## src/rtl/back_icon_channel_scheduler_if.sv

```systemverilog
// Icon instruction handshake from front-end dispatch into the channel scheduler.
interface back_icon_channel_scheduler_if #(
  parameter int EU_ADDR_W      = 2,
  parameter int NUM_EXEC_UNITS = 4
);
  logic                        instr_valid_i;
  logic                        instr_ready_o;
  logic [EU_ADDR_W-1:0]        instr_src_addr_i;
  logic [2*NUM_EXEC_UNITS-1:0] instr_receivers_i;

  modport master (
    output instr_valid_i,
    output instr_src_addr_i,
    output instr_receivers_i,
    input  instr_ready_o
  );

  modport slave (
    input  instr_valid_i,
    input  instr_src_addr_i,
    input  instr_receivers_i,
    output instr_ready_o
  );
endinterface

```

## src/rtl/back_icon_channel_scheduler.sv

```systemverilog
// Queues icon instructions and allocates them in order to free interconnect channels.
// Optional per-channel watchdog enabled by defining BACK_ICON_TIMEOUT_EN.
module back_icon_channel_scheduler #(
  parameter int NUM_ICON_CHANNELS = 4,
  parameter int NUM_EXEC_UNITS    = 4,
  parameter int EU_ADDR_W         = 2,
  parameter int QUEUE_DEPTH       = 4,
  parameter int TIMEOUT_CYCLES    = 64
) (
  input  logic clk,
  input  logic reset_n,
  back_icon_channel_scheduler_if.slave instr,
  output logic [NUM_ICON_CHANNELS*EU_ADDR_W-1:0]        ch_src_addr_o,
  output logic [NUM_ICON_CHANNELS*2*NUM_EXEC_UNITS-1:0] ch_receiver_list_o,
  input  logic [NUM_ICON_CHANNELS*2*NUM_EXEC_UNITS-1:0] ch_success_list_i,
  output logic [NUM_ICON_CHANNELS-1:0]                  ch_busy_o,
  output logic [$clog2(QUEUE_DEPTH):0]                  fifo_count_o,
  output logic [NUM_ICON_CHANNELS-1:0]                  timeout_err_o
);

  localparam int NC = NUM_ICON_CHANNELS;
  localparam int RW = 2*NUM_EXEC_UNITS;
  localparam int EW = EU_ADDR_W;
  localparam int PW = $clog2(QUEUE_DEPTH);
  localparam int CW = PW + 1;
  localparam int GW = (NC > 1) ? $clog2(NC) : 1;

  typedef enum logic {
    CH_IDLE,
    CH_ACTIVE
  } ch_state_e;

  logic [EW-1:0] q_src [QUEUE_DEPTH];
  logic [RW-1:0] q_rcv [QUEUE_DEPTH];
  logic [PW-1:0] wr_ptr_q;
  logic [PW-1:0] rd_ptr_q;
  logic [CW-1:0] count_q;

  logic          push;
  logic          pop;
  logic          empty;
  logic          head_zero;
  logic [EW-1:0] head_src;
  logic [RW-1:0] head_rcv;

  ch_state_e     st_q  [NC];
  ch_state_e     st_d  [NC];
  logic [EW-1:0] src_q [NC];
  logic [EW-1:0] src_d [NC];
  logic [RW-1:0] out_q [NC];
  logic [RW-1:0] out_d [NC];
  logic [RW-1:0] succ  [NC];

  logic          idle_any;
  logic          conflict;
  logic          grant;
  logic [GW-1:0] gnt_idx;
  logic [NC-1:0] expire;

  assign empty     = (count_q == '0);
  assign head_src  = q_src[rd_ptr_q];
  assign head_rcv  = q_rcv[rd_ptr_q];
  assign head_zero = (head_rcv == '0);

  assign instr.instr_ready_o = (count_q < CW'(QUEUE_DEPTH));
  assign push = instr.instr_valid_i && instr.instr_ready_o;
  // Empty-bitmap entries drain without ever touching a channel.
  assign pop  = !empty && (head_zero || grant);

  always_ff @(posedge clk) begin
    if (push) begin
      q_src[wr_ptr_q] <= instr.instr_src_addr_i;
      q_rcv[wr_ptr_q] <= instr.instr_receivers_i;
    end
  end

  always_ff @(posedge clk or negedge reset_n) begin
    if (!reset_n) begin
      wr_ptr_q <= '0;
      rd_ptr_q <= '0;
      count_q  <= '0;
    end else begin
      if (push) wr_ptr_q <= wr_ptr_q + PW'(1);
      if (pop)  rd_ptr_q <= rd_ptr_q + PW'(1);
      case ({push, pop})
        2'b10:   count_q <= count_q + CW'(1);
        2'b01:   count_q <= count_q - CW'(1);
        default: count_q <= count_q;
      endcase
    end
  end

  // Conflicts use registered state: a channel finishing now still blocks.
  always_comb begin
    idle_any = 1'b0;
    conflict = 1'b0;
    gnt_idx  = '0;
    for (int c = NC-1; c >= 0; c--) begin
      if (st_q[c] == CH_IDLE) begin
        idle_any = 1'b1;
        gnt_idx  = GW'(c);
      end else if ((src_q[c] == head_src) ||
                   ((out_q[c] & head_rcv) != '0)) begin
        conflict = 1'b1;
      end
    end
  end

  assign grant = !empty && !head_zero && idle_any && !conflict;

`ifdef BACK_ICON_TIMEOUT_EN
  localparam int TW = $clog2(TIMEOUT_CYCLES + 1);

  logic [TW-1:0] tcnt_q [NC];
  logic [TW-1:0] tcnt_d [NC];
  logic [NC-1:0] terr_q;

  always_comb begin
    for (int c = 0; c < NC; c++) begin
      expire[c] = 1'b0;
      tcnt_d[c] = '0;
      if (st_q[c] == CH_ACTIVE) begin
        tcnt_d[c] = tcnt_q[c] + TW'(1);
        expire[c] = (tcnt_d[c] == TW'(TIMEOUT_CYCLES));
      end
    end
  end

  always_ff @(posedge clk or negedge reset_n) begin
    if (!reset_n) begin
      for (int c = 0; c < NC; c++) tcnt_q[c] <= '0;
      terr_q <= '0;
    end else begin
      for (int c = 0; c < NC; c++) tcnt_q[c] <= tcnt_d[c];
      terr_q <= terr_q | expire;
    end
  end

  assign timeout_err_o = terr_q;
`else
  assign expire        = '0;
  assign timeout_err_o = '0;
`endif

  always_comb begin
    for (int c = 0; c < NC; c++) begin
      st_d[c]  = st_q[c];
      src_d[c] = src_q[c];
      out_d[c] = out_q[c];
      unique case (st_q[c])
        CH_IDLE: begin
          if (grant && (gnt_idx == GW'(c))) begin
            st_d[c]  = CH_ACTIVE;
            src_d[c] = head_src;
            out_d[c] = head_rcv;
          end
        end
        CH_ACTIVE: begin
          out_d[c] = out_q[c] & ~succ[c];
          if ((out_d[c] == '0) || expire[c]) st_d[c] = CH_IDLE;
        end
        default: ;
      endcase
    end
  end

  always_ff @(posedge clk or negedge reset_n) begin
    if (!reset_n) begin
      for (int c = 0; c < NC; c++) begin
        st_q[c]  <= CH_IDLE;
        src_q[c] <= '0;
        out_q[c] <= '0;
      end
    end else begin
      for (int c = 0; c < NC; c++) begin
        st_q[c]  <= st_d[c];
        src_q[c] <= src_d[c];
        out_q[c] <= out_d[c];
      end
    end
  end

  for (genvar g = 0; g < NC; g++) begin : g_ch
    assign succ[g]      = ch_success_list_i[g*RW +: RW];
    assign ch_busy_o[g] = (st_q[g] == CH_ACTIVE);
    assign ch_src_addr_o[g*EW +: EW] =
      ch_busy_o[g] ? src_q[g] : '0;
    assign ch_receiver_list_o[g*RW +: RW] =
      ch_busy_o[g] ? out_q[g] : '0;
  end

  assign fifo_count_o = count_q;

endmodule

```

## src/flat_wrapper.sv

```systemverilog
// flat-port wrapper written by rule: the top's interface ports become plain ports
module back_icon_channel_scheduler_flat 
#(
  parameter int NUM_ICON_CHANNELS = 4,
  parameter int NUM_EXEC_UNITS    = 4,
  parameter int EU_ADDR_W         = 2,
  parameter int QUEUE_DEPTH       = 4,
  parameter int TIMEOUT_CYCLES    = 64
)
  (clk, reset_n, ch_src_addr_o, ch_receiver_list_o, ch_success_list_i, ch_busy_o, fifo_count_o, timeout_err_o, instr_instr_valid_i, instr_instr_src_addr_i, instr_instr_receivers_i, instr_instr_ready_o);
  back_icon_channel_scheduler_if #(.EU_ADDR_W(EU_ADDR_W), .NUM_EXEC_UNITS(NUM_EXEC_UNITS)) instr_i ();
  input  logic clk;
  input  logic reset_n;
  output logic [NUM_ICON_CHANNELS*EU_ADDR_W-1:0] ch_src_addr_o;
  output logic [NUM_ICON_CHANNELS*2*NUM_EXEC_UNITS-1:0] ch_receiver_list_o;
  input  logic [NUM_ICON_CHANNELS*2*NUM_EXEC_UNITS-1:0] ch_success_list_i;
  output logic [NUM_ICON_CHANNELS-1:0] ch_busy_o;
  output logic [$clog2(QUEUE_DEPTH):0] fifo_count_o;
  output logic [NUM_ICON_CHANNELS-1:0] timeout_err_o;
  input wire logic [$bits(instr_i.instr_valid_i)-1:0] instr_instr_valid_i;
  input wire logic [$bits(instr_i.instr_src_addr_i)-1:0] instr_instr_src_addr_i;
  input wire logic [$bits(instr_i.instr_receivers_i)-1:0] instr_instr_receivers_i;
  output wire logic [$bits(instr_i.instr_ready_o)-1:0] instr_instr_ready_o;
  assign instr_i.instr_valid_i = instr_instr_valid_i;
  assign instr_i.instr_src_addr_i = instr_instr_src_addr_i;
  assign instr_i.instr_receivers_i = instr_instr_receivers_i;
  assign instr_instr_ready_o = instr_i.instr_ready_o;
  back_icon_channel_scheduler #(.NUM_ICON_CHANNELS(NUM_ICON_CHANNELS), .NUM_EXEC_UNITS(NUM_EXEC_UNITS), .EU_ADDR_W(EU_ADDR_W), .QUEUE_DEPTH(QUEUE_DEPTH), .TIMEOUT_CYCLES(TIMEOUT_CYCLES)) u_core (.clk(clk), .reset_n(reset_n), .instr(instr_i), .ch_src_addr_o(ch_src_addr_o), .ch_receiver_list_o(ch_receiver_list_o), .ch_success_list_i(ch_success_list_i), .ch_busy_o(ch_busy_o), .fifo_count_o(fifo_count_o), .timeout_err_o(timeout_err_o));
endmodule
```

## config.mk

```make
export PLATFORM = sky130hd
export DESIGN_NAME = back_icon_channel_scheduler_flat
export DESIGN_NICKNAME = d
export VERILOG_FILES = /design/src/rtl/back_icon_channel_scheduler_if.sv /design/src/rtl/back_icon_channel_scheduler.sv /design/src/flat_wrapper.sv
export SDC_FILE = /design/constraint.sdc
export NUM_CORES = 1
export LEC_CHECK = 0
export ABC_AREA = 1
export CAP_MARGIN = 20
export CORE_ASPECT_RATIO = 1.25
export CORE_MARGIN = 4
export CORE_UTILIZATION = 55
export DETAILED_ROUTE_END_ITERATION = 8
export PLACE_DENSITY = 0.83
export SYNTH_ARGS = -nofsm -noshare
export SYNTH_HDL_FRONTEND = slang
export SYNTH_SLANG_ARGS = --single-unit
```

## constraint.sdc

```tcl
create_clock -name clk -period 8.7 [get_ports clk]
set_clock_uncertainty 0.1 [all_clocks]
set_input_delay 1.305 -clock clk [delete_from_list [all_inputs] [get_ports clk]]
set_output_delay 1.305 -clock clk [all_outputs]
set_load 0.05 [all_outputs]
```

==> implementation parameters <==
Parameter                              Value

Final layout
  Antenna fix cells ... 0
  Layout Utilization ... 70.2%
  Area growth from synthesis to layout ... 23.1%
  Most frequent standard cell in the layout excluding fill and tap cells ... sky130_fd_sc_hd__nand2_1
  Non-filler cells in the finished layout ... 883
  Share of layout cells above drive strength 1 ... 7.11%
  Final-stage net count ... 806
  Most frequent cells in the layout ... sky130_fd_sc_hd__nand2_1 (230), sky130_fd_sc_hd__inv_1 (111), sky130_fd_sc_hd__clkdlybuf4s50_1 (91), sky130_fd_sc_hd__nand3_1 (60), sky130_fd_sc_hd__dfrtp_1 (51)
  Finished Cell Area ... 0.00648 mm^2

Global route
  Number of global-route vias before repair ... 4588
  Global routing usage on met1 ... 35.1%
  Met3 demand-to-capacity share in global routing ... 3.65%
  Grt peak-use layer ... met2
  Global-route wire length before repair ... 23700 um
  Overall track demand over capacity in global routing ... 27.4%
  Largest net degree at the start of global routing ... 52
  Initial antenna violation count ... 0
  Met2 usage ... 46.5%
  Residual overflow from global routing ... 0

Drt
  Total number of vias ... 4782
  Post-detailed-route DRC marker count ... 0
  Number of optimization iterations in the first detailed-route pass ... 6
  DRC violation total after the first TritonRoute iteration ... 341
  Detail Route Antenna Nets ... 0
  Post-detailed-routing wire length ... 14900 um
  Vias per cell ... 5.42
  Avg WL per Cell ... 16.8 um

STA
  Count of endpoints failing setup in the final report ... 0
  Final max-slew violation count ... 0
  Post-route clock period utilization ... 47.4%
  Shortest period the worst path allows ... 4120 ps
  Final-layout setup total negative slack ... 0 ps
  Setup repair after global routing missed its margin ... no
  Slew Limit Headroom ... 39.2%
  Number of endpoints with negative hold slack in the final report ... 0
  Measured slew at the worst slew-check pin ... 909 ps
  Peak Freq ... 0.242 GHz
  Hold Worst Slack ... 447 ps

Setup path
  Largest stage delay, worst path ... 790 ps
  Arrival time reported for the critical path endpoint ... 4240 ps
  Critical-path maximum fanout ... 23
  Critical path start-end classification ... reg2reg
  Top cell family by delay on the critical path ... simple AND/OR/NAND/NOR gates
  Worst setup path startpoint ... u_core.rd_ptr_q[0]
  Reg-to-reg setup timing slack ... 4580 ps
  Worst Setup End Kind ... flop
  Worst reg2reg path endpoint ... u_core.fifo_count_o[2]
  Worst Setup Start Kind ... flop
  Crit path top cell by count ... sky130_fd_sc_hd__nand2_1
  Worst endpoint required time ... 8810 ps
  Reg2Reg Launch Point ... u_core.rd_ptr_q[0]
  Total buffers and inverters traversed by the critical path ... 3
  Max stage delay cell, worst path ... sky130_fd_sc_hd__dfrtp_1
  Register-to-Register Path Depth ... 18
  Cells traversed along the worst timing path ... inv_2, nand2_1, nand3_2, nand2_1, o21ai_0, nor2_1, nand3_1, nand2_1, nand2_1, o21bai_1, nand2_1, inv_1, ha_1, inv_1, fa_1, a21oi_1, o21ai_0, xor2_1

Clock network
  Count of cells resized by post-cts repair ... 0
  Deepest clock path buffer count ... 2
  Clk sink count ... 91
  Count of hold-fix buffers inserted at cts ... 0
  Post-CTS setup-driven buffer insertion count ... 0
  Clock root buffer ... sky130_fd_sc_hd__clkbuf_16
  Number of buffers added by the clock tree synthesis step ... 9
  H-tree depth reported by CTS ... 3
  Clock input transition at the sequential cells of the worst setup and hold paths ... 70 ps
  CTS tree ... built
  Clock latency on the worst-skew pair ... 340 ps

Worst hold path
  Min-Delay Path Class ... reg2reg
  Number of cells on the worst hold path ... 2
  Worst hold path endpoint ... u_core.out_q[26]
  Startpoint of the most critical hold path ... u_core.out_q[26]

Place
  Hpwl dp ... 11200 um
  Last weighted congestion value of the routability-driven placer ... 0.931
  Port bufs ... 92
  Placement-stage cell area ... 0.00620 mm^2
  Number of cells after detailed placement ... 867

Floorplanning
  Area inside the core boundary ... 0.00922 mm^2
  Full die area ... 0.0112 mm^2
  Number of placed I/O pins ... 97
  Initial cell density of the core ... 57.0%
  Standard-cell rows ... 39
  Die X-Extent ... 95.5 um
  Die height ... 117 um

Synth
  Average size of a mapped cell ... 7.85 um^2
  Post-Synthesis Cell Area ... 0.00526 mm^2
  Total of flip-flops plus latches after synthesis ... 91
  Gate Count Post-Synth ... 670
  YS warnings ... 0
  Sequential cell area fraction in the yosys report ... 47.1%
  Count of unique library cells instantiated by Yosys ... 38

Outcome
  Run status ... finished clean

Power
  Total power density per cell area ... 392 mW/mm^2
  Pleak ... 0.00329 uW
  Maximum vdd ir drop ... 0.267 mV

Flow run
  Max-cap viol count ... 0
metal layers:
layer  part of all wire (%)  vias to the layer above  wire length (um)
met3                    6.0                       33               898
met5                      0                        -                 0
met4                    2.9                        0               429
li1                       -                     2308                 -
met1                     39                     2239              5820
met2                     52                      202              7720
Yosys cell counts (all sizes together):
library cell / n / area, um^2
nand2: 235 / 895
inv: 115 / 432
nand3: 84 / 571
dfrtp: 51 / 1280
o21ai: 43 / 219
edfxtp: 40 / 1200
nor2: 26 / 116
buf: 16 / 129
nand4: 16 / 100
o22ai: 8 / 50.1
clkbuf: 7 / 26.3
ha: 5 / 62.6
a22o: 3 / 26.3
nor3: 3 / 15.0
xor2: 3 / 26.3
a21oi: 2 / 10.0
nand3b: 2 / 15.0
o2111ai: 2 / 17.5
a221oi: 1 / 8.76
clkinv: 1 / 3.75
conb: 1 / 3.75
fa: 1 / 20.0
nor4: 1 / 6.26
o21bai: 1 / 7.51
o31ai: 1 / 7.51
or4: 1 / 7.51
xnor2: 1 / 8.76
tightest hold or removal path, cell delays in order, from the launching register on:
cell	delay, ps
sky130_fd_sc_hd__dfrtp_1	370
sky130_fd_sc_hd__nand3_1	80
sky130_fd_sc_hd__nand2_1	70
sequential cells by signal, summed over array words and instances, names as in the netlist:
register,count
u_core.ch_busy_o,4
u_core.fifo_count_o,3
u_core.out_q,32
u_core.q_rcv,32
u_core.q_src,8
u_core.rd_ptr_q,2
u_core.src_q,8
u_core.wr_ptr_q,2
power breakdown:
group	switching (uW)	internal (uW)
Combinational	970	433
Sequential	181	589
Clock	172	196
through the flow:
step	total power (uW)	setup WS, ps
detailed placement	2150	4820
global placement	2120	4880
global route	2730	4210
CTS	2540	4660
floorplan	1760	5640
finish	2540	4580
worst max-delay path by stage:
stage | end | slack (ps) | cells past startpoint
after floorplan | ch_src_addr_o[6] | 5640 | 4
after global placement | u_core.fifo_count_o[2] | 4880 | 18
after detailed placement | u_core.fifo_count_o[2] | 4820 | 18
after CTS | u_core.fifo_count_o[2] | 4660 | 18
after global routing | u_core.fifo_count_o[2] | 4210 | 18
final | u_core.fifo_count_o[2] | 4580 | 18
cells by family (layout without fill, tap and decap cells):
logic type               count (synthesis)  count (layout)  share of synthesized area, %
buffers and inverters                  139             226                          11.2
AO/OA/AOI/OAI                           61              61                          6.59
AND/OR/NAND/NOR                        368             368                          32.8
adder cells (fa/ha/maj)                  6               6                          1.57
flip-flops                              91              91                          47.1
other                                    1               4                        0.0713
XOR/XNOR                                 4               4                         0.666
layout make-up:
type,count,area [um^2]
Clock buffer,10,229
Clock inverter,6,47.5
Fill cell,764,2740
Inverter,116,435
Multi-Input combinational cell,443,2200
Sequential cell,91,2480
Tap cell,123,154
Timing Repair Buffer,94,931
(Power assumes the default switching activity.)
==> variant (same settings) <==
`NUM_ICON_CHANNELS` is set to 4 in 2 places; all go to 2.
--- a/src/rtl/back_icon_channel_scheduler.sv
+++ b/src/rtl/back_icon_channel_scheduler.sv
@@ -1,7 +1,7 @@
 // Queues icon instructions and allocates them in order to free interconnect channels.
 // Optional per-channel watchdog enabled by defining BACK_ICON_TIMEOUT_EN.
 module back_icon_channel_scheduler #(
-  parameter int NUM_ICON_CHANNELS = 4,
+  parameter int NUM_ICON_CHANNELS = 2,
   parameter int NUM_EXEC_UNITS    = 4,
   parameter int EU_ADDR_W         = 2,
   parameter int QUEUE_DEPTH       = 4,
--- a/src/flat_wrapper.sv
+++ b/src/flat_wrapper.sv
@@ -1,7 +1,7 @@
 // flat-port wrapper written by rule: the top's interface ports become plain ports
 module back_icon_channel_scheduler_flat 
 #(
-  parameter int NUM_ICON_CHANNELS = 4,
+  parameter int NUM_ICON_CHANNELS = 2,
   parameter int NUM_EXEC_UNITS    = 4,
   parameter int EU_ADDR_W         = 2,
   parameter int QUEUE_DEPTH       = 4,
Ports: changed (5 resized); port bits go from 97 to 57. The function was not compared with the original's and may differ.
==> variant against the original RTL <==
Routed wire length decreased by 49%. Sequential power fell by 28%. Area after synthesis down 34%. Power fell by 35%. Combinational power is 40% lower. Sequential cell count decreased by 22. Register-to-register slack improved by 650 ps. Clock power fell by 30%. Setup slack improved by 450 ps. Design area fell by 34%.
==> variant: results (changes against the original RTL) <==
The worst setup path endpoint was ch_receiver_list_o[9] (was u_core.fifo_count_o[2]). The run gives 2,856 (was 4,782) as the total vias in the final route. The run finished with clean final reports. The static leakage is 1.96 nW (was 3.29 nW), and the worst-case reg-to-reg path depth is 16 (was 18).

The number of warning messages in the yosys log is 0 (unchanged). For the routability congestion estimate, the log shows 0.879 (was 0.931). The source of the critical timing path is u_core.ch_busy_o[1] (was u_core.rd_ptr_q[0]). Global-route met3 utilization: 5.01% (was 3.65%).

The maximum number of pins on one net before global-route repair is 30 (was 52), and the total length of routed met3 wires is 519 um (was 898 um). The global routing usage on met2 was 36.3% (was 46.5%); the async set or reset register ratio after synthesis was 42.0% (was 56.0%). The endpoint arrival time on the critical path is 2270 ps (was 4240 ps). The worst hold-check slack was 431 ps (was 447 ps); the fraction of final layout cells with drive strength greater than 1 was 5.49% (was 7.11%). The internal power of the cells was 860 uW (was 1.22 mW); the routed wire length was 7630 um (was 14,900 um).

For the length of routed met2 wiring, the log shows 3880 um (was 7720 um). The wire length on met1 is 3040 um (was 5820 um), and the net total in the final layout is 485 (was 806). The worst relative slew slack was 38.0% (was 39.2%); the maximum fanout count along the critical path was 21 (was 23).

The run gives 5620 um (was 11,200 um) as the sum of net half-perimeters after detailed placement. Largest registers: u_core.q_rcv (32), u_core.out_q (16), u_core.q_src (8) (was u_core.out_q (32), u_core.q_rcv (32)). The endpoint with the worst hold slack was u_core.fifo_count_o[0] (was u_core.out_q[26]). The via count of the first global-routing pass was 2,593 (was 4,588). The buffer type at the clock tree root was clkbuf_8 (was clkbuf_16). The slack of the worst reg-to-reg path came out at 5230 ps (was 4580 ps). The count of input and output buffers was 54 (was 92). The first-pass GRT wire length was 12,500 um (was 23,700 um).

The dominant synthesized flop cell is edfxtp_1 (was dfrtp_1). The overall track demand over capacity in global routing is 21.2% (was 27.4%), and the maximum VDD drop is 198 uV (was 267 uV). List of most frequent post-synthesis cells: 131 x nand2_1, 55 x inv_1, 51 x nand3_1 (was 230 x nand2_1, 111 x inv_1, 60 x nand3_1).

The logs give 55.1% (was 47.1%) for the fraction of the yosys area taken by sequential cells and 5280 ps (was 4820 ps) for the worst slack at placement. The number of cells on the worst hold path is 1 (was 2). Main area contributors after synthesis: edfxtp_1 34%, dfrtp_1 21%, nand2_1 14%, nand3_1 7.3%, inv_1 5.9% (was dfrtp_1 24%, edfxtp_1 23%, nand2_1 16%, inv_1 7.9%, nand3_1 5.7%). The total CTS buffers was 9 (unchanged).

The tools report the start point of the worst min-delay path as u_core.fifo_count_o[0] (was u_core.out_q[26]). The number of buffers on the longest clock path is 2 (unchanged), and the distinct cell type count after synthesis is 35 (was 38). Post-layout minimum cycle time: 3670 ps (was 4120 ps). The mean number of vias per cell came out at 5.29 (was 5.42). The tools report the critical register-to-register path endpoint as u_core.fifo_count_o[2] (unchanged). The total placed cells including tap cells came out at 524 (was 867). The run gives 25.4% (was 35.1%) as the met1 track demand over resource.
-- variant: changes by cell type after synthesis, moves of 14 or more --
cell / delta
nand3_2: -19
nor2_1: -14
inv_1: -56
nand2_1: -99
o21ai_0: -29
nand4_1: -16
dfrtp_1: -22
-- variant: worst max-delay path, cell delays in order (launching register included) --
cell,delay [ps]
dfrtp_1,810
nand2_1,200
inv_1,100
clkdlybuf4s50_1,800
-- variant: per-stage QoR --
stage / area (um^2) / utilization [%]
2_1_floorplan: 3500 / -
6_report: 4250 / 69.0
4_1_cts: 4250 / 69.0
3_3_place_gp: 4060 / 65.8
5_1_grt: 4250 / 69.0
3_5_place_dp: 4060 / 65.8
-- variant: logic make-up (layout without fill, tap and decap cells) --
logic type | after synthesis | in the layout | share of synthesized area (%)
other cells | 1 | 2 | 0.107
fa+ha+maj | 6 | 6 | 2.36
compound gates | 43 | 43 | 7.23
flops | 69 | 69 | 55.1
simple gates | 202 | 202 | 25.2
xor+xnor | 4 | 4 | 1.00
buf+inv | 73 | 129 | 9.02
-- variant: power by group through the flow --
stage               sequential (mW)  clock, mW  combinational (mW)
floorplan                     0.538          0               0.647
CTS                           0.554      0.262               0.843
global placement              0.555          0               0.816
detailed placement            0.560          0               0.835
global route                  0.570      0.277               0.935
finish                        0.557      0.256               0.843
-- variant: final cells by class --
| type | instances | area [um^2] |
|---|---|---|
| flip-flops and latches | 69 | 1930 |
| fillers | 499 | 1910 |
| multi-input cells | 257 | 1260 |
| repair buffers | 55 | 548 |
| inverters | 58 | 218 |
| clock buffers | 9 | 124 |
| well taps | 85 | 106 |
| clock inverters | 7 | 73.8 |
